<file path="config.mk">
export PLATFORM = sky130hd
export DESIGN_NAME = regfile_param
export DESIGN_NICKNAME = d
export VERILOG_FILES = /design/src/rtl/regfile_param.sv
export SDC_FILE = /design/constraint.sdc
export NUM_CORES = 1
export LEC_CHECK = 0
export CAP_MARGIN = 10
export CORE_MARGIN = 4
export CORE_UTILIZATION = 45
export CTS_BUF_LIST = sky130_fd_sc_hd__clkbuf_16
export DETAILED_ROUTE_END_ITERATION = 10
export PLACE_DENSITY = 0.64
export SYNTH_ARGS = -nofsm -noshare
export SYNTH_HDL_FRONTEND = slang
export SYNTH_SLANG_ARGS = --single-unit
</file>
<file path="constraint.sdc">
create_clock -name clk -period 1.4 [get_ports clk]
set_input_delay 0.14 -clock clk [delete_from_list [all_inputs] [get_ports clk]]
set_output_delay 0.14 -clock clk [all_outputs]
set_load 0.01 [all_outputs]
</file>
<file path="src/rtl/regfile_param.sv">
// Parametrised register file: two registered read ports, one write port,
// optional hardwired-zero r0, optional write-to-read bypass, busy scoreboard.
module regfile_param #(
    parameter  int unsigned WIDTH    = 16,
    parameter  int unsigned ADDR_W   = 3,
    parameter  int unsigned ZERO_REG = 1,
    parameter  int unsigned BYPASS   = 1,
    localparam int unsigned DEPTH    = 2 ** ADDR_W
) (
    input  logic              clk,
    input  logic              rst,
    input  logic              rd_en,
    input  logic [ADDR_W-1:0] addr1,
    input  logic [ADDR_W-1:0] addr2,
    output logic [WIDTH-1:0]  out1,
    output logic [WIDTH-1:0]  out2,
    output logic              busy1,
    output logic              busy2,
    input  logic              RegWr,
    input  logic [ADDR_W-1:0] addr3,
    input  logic [WIDTH-1:0]  in,
    input  logic              busy_set,
    input  logic [ADDR_W-1:0] busy_addr,
    output logic [DEPTH-1:0]  busy_vec
);

    logic [WIDTH-1:0] r_mem [DEPTH];
    logic [DEPTH-1:0] r_busy;

    logic             w_wr_ok;
    logic             w_set_ok;
    logic [DEPTH-1:0] w_busy_next;
    logic [WIDTH-1:0] w_rd1_data;
    logic [WIDTH-1:0] w_rd2_data;
    logic             w_rd1_busy;
    logic             w_rd2_busy;

    // Qualify write and busy-set against the hardwired zero register
    always_comb begin
        w_wr_ok  = RegWr;
        w_set_ok = busy_set;
        if (ZERO_REG != 0) begin
            if (addr3 == ADDR_W'(0))     w_wr_ok  = 1'b0;
            if (busy_addr == ADDR_W'(0)) w_set_ok = 1'b0;
        end
    end

    // Next scoreboard: retiring write clears, new producer sets (set wins)
    always_comb begin
        w_busy_next = r_busy;
        if (w_wr_ok)  w_busy_next[addr3]     = 1'b0;
        if (w_set_ok) w_busy_next[busy_addr] = 1'b1;
    end

    // Read port 1 data/busy selection including bypass and zero register
    always_comb begin
        w_rd1_data = r_mem[addr1];
        w_rd1_busy = r_busy[addr1];
        if ((BYPASS != 0) && w_wr_ok && (addr3 == addr1)) begin
            w_rd1_data = in;
            w_rd1_busy = w_busy_next[addr1];
        end
        if ((ZERO_REG != 0) && (addr1 == ADDR_W'(0))) begin
            w_rd1_data = '0;
            w_rd1_busy = 1'b0;
        end
    end

    // Read port 2 data/busy selection including bypass and zero register
    always_comb begin
        w_rd2_data = r_mem[addr2];
        w_rd2_busy = r_busy[addr2];
        if ((BYPASS != 0) && w_wr_ok && (addr3 == addr2)) begin
            w_rd2_data = in;
            w_rd2_busy = w_busy_next[addr2];
        end
        if ((ZERO_REG != 0) && (addr2 == ADDR_W'(0))) begin
            w_rd2_data = '0;
            w_rd2_busy = 1'b0;
        end
    end

    // Storage and scoreboard update
    always_ff @(posedge clk) begin
        if (rst) begin
            for (int i = 0; i < int'(DEPTH); i++) begin
                r_mem[i] <= '0;
            end
            r_busy <= '0;
        end else begin
            if (w_wr_ok) r_mem[addr3] <= in;
            r_busy <= w_busy_next;
        end
    end

    // Registered read outputs, held while rd_en is low
    always_ff @(posedge clk) begin
        if (rst) begin
            out1  <= '0;
            out2  <= '0;
            busy1 <= 1'b0;
            busy2 <= 1'b0;
        end else if (rd_en) begin
            out1  <= w_rd1_data;
            out2  <= w_rd2_data;
            busy1 <= w_rd1_busy;
            busy2 <= w_rd2_busy;
        end
    end

    assign busy_vec = r_busy;

endmodule

</file>
# Yosys cells after proc, flatten, opt, wreduce, memory -nomap -nowiden
# Memory sizes are Yosys's and may differ from the RTL's.
# Index checks and enable logic that the tools add are counted.
# word_totals
in_bits	33
register_bits	42
out_inout_bits	42
n_memories	1
ramBits	128
# op_classes
bitwise_logic	3
n_reduce_logical	9
magnitude_cmp	6
n_mux	32
eq_ne	2
# mem_list
name	words	width	rd	rd_ports_with_merged_regs	write_ports	line_no	source
r_mem	8	16	2	0	8	27	logic [WIDTH-1:0] r_mem [DEPTH];
# op_table
op	count
$mux 16	5
$mux 1	18
$lt 3x4->1 const B	4
$mux 8	2
$reduce_or 16->1	1
$bmux 1 s3	4
$logic_not 3->1	4
$and 8x8->8	1
$not 8->8	1
$or 8x8->8	1
$demux 1 s3	2
$eq 3x3->1	2
$ge 3x1->1 const B	2
$logic_and 1x1->1	4
$mux 3	1

# Logic depth before layout (Yosys ltp)
# Gate-level depths: netlist of run 1.
# logic_depth
ltp_word	13
ltp_mapped	7

# Worst setup path before layout of run 1
# OpenSTA, ideal clock, no wires.
# synth_path
path_kind	in2reg
start	input port rst
end	memory r_mem[3][0], enable pin
cell_stages	3
path_slack_ps	-91
n_path_buf	2
required_ps	1025
t_arrival_ps	1116
cell_sequence	clkbuf_1 clkbuf_1 nand2b_1
# synth_rtl
element	line_no	source
start, declared	11	input logic rst,
end, declared	27	

==> results.ini, run 1 <==
[run_status]
status = complete, but fails checks
violations = negative setup slack

[power]
p_sw_w = 0.00314
total_leakage_power_nw = 4.36
finalPower_w = 0.0128
pwr-share-seq = 0.466
clockPowerShare = 0.382
p_comb_frac = 0.152
power_density_nw_per_um2 = 1110
p_int_w = 0.00961
swShare = 0.246
peakVddDrop_mv = 0.919

[global_route]
gr-usage-all-layers = 0.219
grt_pass1_wl_um = 35900
gr-total-overflow = 0
antenna_found_initial = 0
grt_pass1_vias = 6321
grt_max_degree = 34

[synthesis]
synth_area_sq_um = 8860
yosysTopAreaCell = edfxtp_1
synth_edf_count = 128
synthTopCellsByCount = 146 x and2_1, 128 x edfxtp_1, 64 x mux4_2, 42 x dfxtp_1, 40 x mux2i_1
async_flop_share = 0
synth.distinct_cells = 46
synth_top_cell_area_share = 0.434
synth.most_common_cell = and2_1
synth_seq_cells = 170
synth_warnings = 0
postSynthAreaPerCell_sq_um = 13.2
ys_seq_area_frac = 0.529
syn_inst = 669
yosys-top-cells-area = edfxtp_1 43%, mux4_2 16%, and2_1 10%
ys.flop_type = edfxtp_1

[timing]
period_needed_ns = 1.43
tns_ns = -0.0511
fmax_mhz = 701
setup_violations = 2
post-route-period-util = 1.02
hold_viol = 0
drv_slew = 0
setup_slack_ns = -0.0272
max_slew_margin = 0.598
rsz0062_at_grt = yes
fin_worst_skew_ns = 0.00888
worst_slew_pin_slew_ns = 0.601

[cells_and_area]
nets = 846
syn_to_final_growth_pct = 29.5
n_antenna_cell = 0
design_area_sq_um = 11500
drive_above_1_share = 0.276

[detailed_routing]
num_vias = 6068
drt-pass1-iter-count = 5
ant_nets = 0
vias_per_cell = 5.56
routedWlPerCell_um = 21.6
drt-total-wl_um = 23600
drc_errors = 0
drtIter0Drc = 557

[clocking]
cts_buffer_depth = 2
cts_sinks = 170
numCtsBuffers = 17
clk_latency_ns = 0.43
clk_pin_slew_ns = 0.06
cts_root_buf = clkbuf_16
cts.htree.levels = 4
tritoncts = done

[critical_path]
r2r-start = r_mem[6][1]
r2r_end = out1[1]
endpoint_kind = register
cp_cell_sequence = mux4_2, mux2i_2, and2_1, o21ai_1
slowest_stage = mux4_2
cpLargestDelayFamily = multiplexers
reg2reg_depth = 4
crit_cells = 4
critPathRequiredTime_ns = 1.71
ff2ff_setup_slack_ns = -0.03
crit_start = r_mem[6][1]
crit_buf_inv = 0
max_stage_delay_ns = 0.50
worstPathArrival_ns = 1.74
critPathKind = register to register
worstSetupEndpoint = out1[1]
critPathLaunchType = register
path_max_fanout = 2

[floorplanning]
die_h_um = 148
rows = 51
start_util = 0.457
die-area_sq_um = 22000
die_w_um = 148
num_io_pins = 75
core_sq_um = 19400

[placed_design]
dp_slack_ns = -0.757
dpl_cell_area_sq_um = 10600
place_congestion = 0.908
port_buffers = 74
hpwl_um = 16500

[job]
drv_cap = 0

[hold_path]
hp-class = primary input to register

## cell families after synthesis
group                  share of synthesized area
AND/OR/NAND/NOR                            0.162
buffers and inverters                     0.0331
other                                   0.000423
flip-flops                                 0.529
multiplexers                               0.208
XOR/XNOR                                 0.00565
AO/OA/AOI/OAI                             0.0620
## sequential cells by signal (all words and copies together) (netlist names)
| name | cells |
|---|---|
| busy2 | 1 |
| r_mem | 128 |
| busy_vec | 8 |
| out2 | 16 |
| out1 | 16 |
| busy1 | 1 |
## metal layers
| metal | vias up | global-route usage | share of wire |
|---|---|---|---|
| li1 | 2781 | - | - |
| met2 | 210 | 0.384 | 0.52 |
| met4 | 0 | 0.0845 | 0.022 |
| met1 | 3043 | 0.269 | 0.40 |
| met3 | 34 | 0.0420 | 0.054 |
| met5 | - | 0 | 0 |
## placed cells by master, fill, tap and decap left out, types with 5 or more instances in the layout
cell type	Yosys	layout
dlygate4sd2_1	0	46
nand2_1	35	35
and2_1	146	146
buf_4	14	52
a21oi_1	6	6
buf_12	0	24
mux4_2	64	64
o21ai_1	32	31
o21ai_0	32	32
nand4b_1	5	5
nor2_1	15	11
nand2b_1	10	5
clkbuf_16	0	17
nand2b_2	0	5
buf_6	1	11
dfxtp_2	0	5
inv_1	6	9
mux2i_1	40	38
dfxtp_1	42	37
edfxtp_1	128	128
conb_1	1	16
clkdlybuf4s50_1	0	20
nand3_1	6	6
## per-stage QoR
step	instances	util	hold slack (ns)
global placement	1054	0.548	0.433
detailed placement	1054	0.548	0.438
finish	1091	0.591	0.230
CTS	1089	0.585	0.359
floorplan	684	-	0.333
global route	1091	0.591	0.245
## timing repair
| action | 4_1_cts | 5_1_grt |
|---|---|---|
| pin swaps | 9 | 35 |
| gates resized for setup | 82 | 20 |
| setup buffers | 3 | 2 |
| setup endpoints to repair | 292 | 21 |
| hold buffers | 0 | 0 |
## worst min-delay path by stage
stage	from	to	cells after the start
3_3_place_gp	out2[1]	out2[1]	2
4_1_cts	addr2[1]	busy2	5
6_report	busy_set	busy_vec[2]	3
3_5_place_dp	out2[1]	out2[1]	2
2_1_floorplan	in[0]	out1[0]	2
5_1_grt	busy_addr[1]	busy_vec[1]	4
## power by group through the flow
stage	clock network, W	logic, W	registers, W
floorplan	0	0.00103	0.00604
global placement	0	0.00188	0.00603
detailed placement	0	0.00192	0.00606
CTS	0.00493	0.00192	0.00595
global route	0.00517	0.00208	0.00599
finish	0.00487	0.00194	0.00595
## final cells by class
cell class              instances  area, sq um
clock buffers                  17          425
clock inverters                15          176
fillers                      1578         7930
inverters                       6         22.5
multi-input cells             457         4160
flip-flops and latches        170         4690
well taps                     265          332
repair buffers                161         1670
## worst register-to-register path: stages, from the launching register on
cell,delay (ns)
edfxtp_1,0.39
mux4_2,0.50
mux2i_2,0.21
and2_1,0.17
o21ai_1,0.06
(Power assumes the default switching activity.)
==> run 2, diff against run 1 <==
--- a/config.mk
+++ b/config.mk
@@ -7,10 +7,11 @@
 export LEC_CHECK = 0
 export CAP_MARGIN = 10
 export CORE_MARGIN = 4
-export CORE_UTILIZATION = 45
+export CORE_UTILIZATION = 40
 export CTS_BUF_LIST = sky130_fd_sc_hd__clkbuf_16
 export DETAILED_ROUTE_END_ITERATION = 10
-export PLACE_DENSITY = 0.64
+export PLACE_DENSITY_LB_ADDON = 0.1
 export SYNTH_ARGS = -nofsm -noshare
 export SYNTH_HDL_FRONTEND = slang
 export SYNTH_SLANG_ARGS = --single-unit
+export TNS_END_PERCENT = 30
==> results.ini, run 2 (synthesis results as in run 1) <==
[run_status]
status = complete, but fails checks
violations = negative setup slack

[cells_and_area]
syn_to_final_growth_pct = 29.1
largest_register_ffs = 128
reg_top3 = r_mem: 128 flops, out1: 16 flops, out2: 16 flops
n_antenna_cell = 0
top_register = r_mem
final_common_cell = and2_1
layout.cells.most_common_list = 146 x and2_1, 128 x edfxtp_1, 66 x buf_4, 64 x mux4_2, 45 x dlygate4sd2_1
nets = 852
drive_above_1_share = 0.266

[detailed_routing]
drt-total-wl_um = 25400
drc_errors = 0
drtIter0Drc = 420
num_vias = 6147
ant_nets = 0
vias_per_cell = 5.53
routedWlPerCell_um = 22.9
drt-pass1-iter-count = 5

[clocking]
cts_hold_buffers = 0
tritoncts = done
cts_buffer_depth = 2
clk_latency_ns = 0.43
clk_pin_slew_ns = 0.07
numCtsBuffers = 17
cts.htree.levels = 4
cts_sinks = 170
cts_root_buf = clkbuf_16

[timing]
fmax_mhz = 709
fin_worst_skew_ns = 0.00948
tns_ns = -0.0118
setup_slack_ns = -0.0104
post-route-period-util = 1.01
holdWs_ns = 0.157
rsz0062_at_grt = yes
setup_violations = 2
drv_slew = 0
period_needed_ns = 1.41
hold_viol = 0

[floorplanning]
die_w_um = 157
num_io_pins = 75
start_util = 0.406
rows = 54
die-area_sq_um = 24600
die_h_um = 157
core_sq_um = 21800

[global_route]
gr-total-overflow = 0
grt_pass1_wl_um = 38600
grt_pass1_vias = 6435
grt_max_degree = 34
antenna_found_initial = 0
gr-usage-all-layers = 0.212

[critical_path]
critPathRequiredTime_ns = 1.75
critPathLaunchType = primary input
worstPathArrival_ns = 1.76
path_max_fanout = 3
critPathKind = primary input to register
endpoint_kind = register

[placed_design]
port_buffers = 74
place_congestion = 0.827
hpwl_um = 17400

[power]
finalPower_w = 0.0130
total_leakage_power_nw = 4.37
peakVddDrop_mv = 0.788
power_density_nw_per_um2 = 1140

[job]
drv_cap = 0

[hold_path]
hp-class = primary input to register

run 2: layer usage:
| layer | up-vias | GRT usage | share of wire |
|---|---|---|---|
| li1 | 2803 | - | - |
| met1 | 3107 | 0.279 | 0.42 |
| met2 | 199 | 0.357 | 0.50 |
| met3 | 38 | 0.0393 | 0.051 |
| met4 | 0 | 0.0657 | 0.021 |
| met5 | - | 0 | 0 |
run 2: stage by stage:
stage | cells | util | worst slack (ns) | area [sq um]
after CTS | 1109 | 0.518 | -0.0397 | 11300
after global placement | 1076 | 0.489 | -0.544 | 10700
after detailed placement | 1076 | 0.489 | -0.614 | 10700
final | 1112 | 0.524 | -0.0104 | 11400
after floorplan | 684 | - | -0.0909 | 8920
after global routing | 1112 | 0.524 | -0.0507 | 11400
run 2: final cells by class:
class	instances	area, sq um
Fill cell	1847	10400
Clock inverter	15	210
Sequential cell	170	4690
Tap cell	280	350
Inverter	6	22.5
Multi-Input combinational cell	457	4060
Clock buffer	17	425
Timing Repair Buffer	167	1680
run 2: what timing repair did:
action,4_1_cts,5_1_grt
endpoints found under the setup margin,135,71
resized for setup,56,18
pin swaps,0,10
gates cloned,0,2
setup buffers,1,1
run 2: path summary, 6_finish.rpt:
| path | from | cells past startpoint | slack, ns | to |
|---|---|---|---|---|
| setup / recovery | busy_addr[0] | 7 | -0.01 | busy1 |
| hold / removal | busy_set | 3 | 0.16 | busy_vec[2] |
| setup reg to reg | r_mem[3][7] | 4 | 0 | out2[7] |
| hold reg to reg | out1[9] | 2 | 0.44 | out1[9] |
run 2: worst max-delay path, stage by stage:
cell,delay [ns]
clkdlybuf4s50_1,0.51
buf_4,0.14
and4b_2,0.30
a2111oi_2,0.07
a31oi_1,0.17
nand4b_1,0.15
a311oi_2,0.28
run 2: power by group:
part	switching [W]	internal, W
combinational	0.000907	0.00100
sequential	0.000186	0.00577
clock	0.00210	0.00303
==> run 3, diff against run 2 <==
==> constraint.sdc (replaced) <==
create_clock -name clk -period 1.22 [get_ports clk]
set_input_delay 0.122 -clock clk [delete_from_list [all_inputs] [get_ports clk]]
set_output_delay 0.122 -clock clk [all_outputs]
set_load 0.01 [all_outputs]
==> results.ini, run 3 (synthesis results as in run 1) <==
[run_status]
status = complete, but fails checks
violations = negative setup slack

[hold_path]
hp-class = primary input to register
hp-start = rst
min_path_cells = 3

[floorplanning]
core_sq_um = 21800
die-area_sq_um = 24600
rows = 54
die_h_um = 157
start_util = 0.406
num_io_pins = 75
die_w_um = 157

[critical_path]
reg2reg_depth = 4
cp_cell_sequence = mux4_2, mux2i_2, and2_1, o21ai_1
endpoint_kind = register
slowest_stage = mux4_2
critPathRequiredTime_ns = 1.53
crit_start = r_mem[7][11]
critPathLaunchType = register
r2r-start = r_mem[7][11]
critPathKind = register to register
worstPathArrival_ns = 1.72
path_max_fanout = 2
max_stage_delay_ns = 0.50

[clocking]
cts_root_buf = clkbuf_16
cts_buffer_depth = 2
clk_pin_slew_ns = 0.07
cts_sinks = 170
cts_hold_buffers = 0
cts.htree.levels = 4
tritoncts = done
clk_latency_ns = 0.42
numCtsBuffers = 17

[global_route]
gr-total-overflow = 0
antenna_found_initial = 1
grt_pass1_wl_um = 38600
grt_max_degree = 23
grt_pass1_vias = 6490
gr-usage-all-layers = 0.213

[detailed_routing]
drtIter0Drc = 503
ant_nets = 0
drt-total-wl_um = 25400
num_vias = 6117
routedWlPerCell_um = 22.8
vias_per_cell = 5.49
drt-pass1-iter-count = 5
drc_errors = 0

[cells_and_area]
largest_register_ffs = 128
layoutNonFillerInstCount = 1114
nets = 854
n_antenna_cell = 0
n_fill_cell = 1853
reg_top3 = r_mem: 128 flops, out1: 16 flops, out2: 16 flops
final_common_cell = and2_1
layout.cells.most_common_list = 146 x and2_1, 128 x edfxtp_1, 65 x buf_4, 64 x mux4_2, 39 x mux2i_1
fin_util = 0.527
drive_above_1_share = 0.295
syn_to_final_growth_pct = 29.9
top_register = r_mem

[timing]
rsz0062_at_grt = yes
setup_violations = 34
hold_viol = 0
period_needed_ns = 1.41
drv_slew = 0
fmax_mhz = 709
post-route-period-util = 1.16
setup_slack_ns = -0.191
fin_worst_skew_ns = 0.00848

[placed_design]
place_congestion = 0.806
hpwl_um = 17000
dp_cells = 1079
port_buffers = 74

[power]
total_leakage_power_nw = 4.37
finalPower_w = 0.0145
peakVddDrop_mv = 0.822
power_density_nw_per_um2 = 1260

[job]
drv_cap = 0

-- run 3: changes by cell type in the layout (fill, tap and decap cells not counted), moves of 5 or more --
cell	previous run	this run
inv_6	6	1
dfxtp_1	41	35
dlygate4sd2_1	45	33
clkdlybuf4s15_1	0	7
buf_2	4	10
-- run 3: final timing paths --
kind | to | slack, ns
worst min-delay path | busy_vec[6] | 0.15
worst max-delay path | out2[11] | -0.19
worst min register to register | out1[9] | 0.44
worst max register to register | out2[11] | -0.19
-- run 3: routing by layer --
layer  part of all wire  vias up  global-route usage
li1                   -     2805                   -
met1               0.41     3116               0.278
met5                  0        -                   0
met2               0.53      165               0.372
met3              0.046       31              0.0293
met4              0.016        0              0.0607
-- run 3: per-stage QoR --
step	cell area, sq um	TNS [ns]	hold WS, ns	worst slack [ns]
after floorplan	8990	-8.96	0.315	-0.0766
after global placement	10700	-148.60	0.431	-0.673
after detailed placement	10700	-154.20	0.438	-0.727
after CTS	11400	-3.81	0.142	-0.196
after global routing	11500	-5.95	0.188	-0.266
final	11500	-3.52	0.155	-0.191
-- run 3: worst max-delay path, delay by kind of cell, from the launching register on --
family | cells | cell delay, ns
AO/OA/AOI/OAI | 1 | 0.06
flip-flops | 1 | 0.38
multiplexers | 2 | 0.70
AND/OR/NAND/NOR | 1 | 0.16
-- run 3: area by class of cell --
cell class,count,area [sq um],share of cell area
sequential,170,4700,0.409
timing repair buffer,169,1710,0.149
multi-input combinational,457,4130,0.359
tap,280,350,0.0304
inverter,6,22.5,0.00196
clock buffer,17,425,0.0370
clock inverter,15,163,0.0141
-- run 3: power by group --
group	internal, W	switching (W)	total [W]
Sequential	0.00662	0.000200	0.00682
Clock	0.00320	0.00222	0.00542
Combinational	0.00117	0.00107	0.00224
-- run 3: what timing repair did --
action | 4_1_cts | 5_1_grt
endpoints found under the hold margin | 0 | 0
endpoints found under the setup margin | 302 | 81
resized for setup | 94 | 32
pin swaps | 61 | 17
gates cloned | 1 | 0
setup buffers | 2 | 0
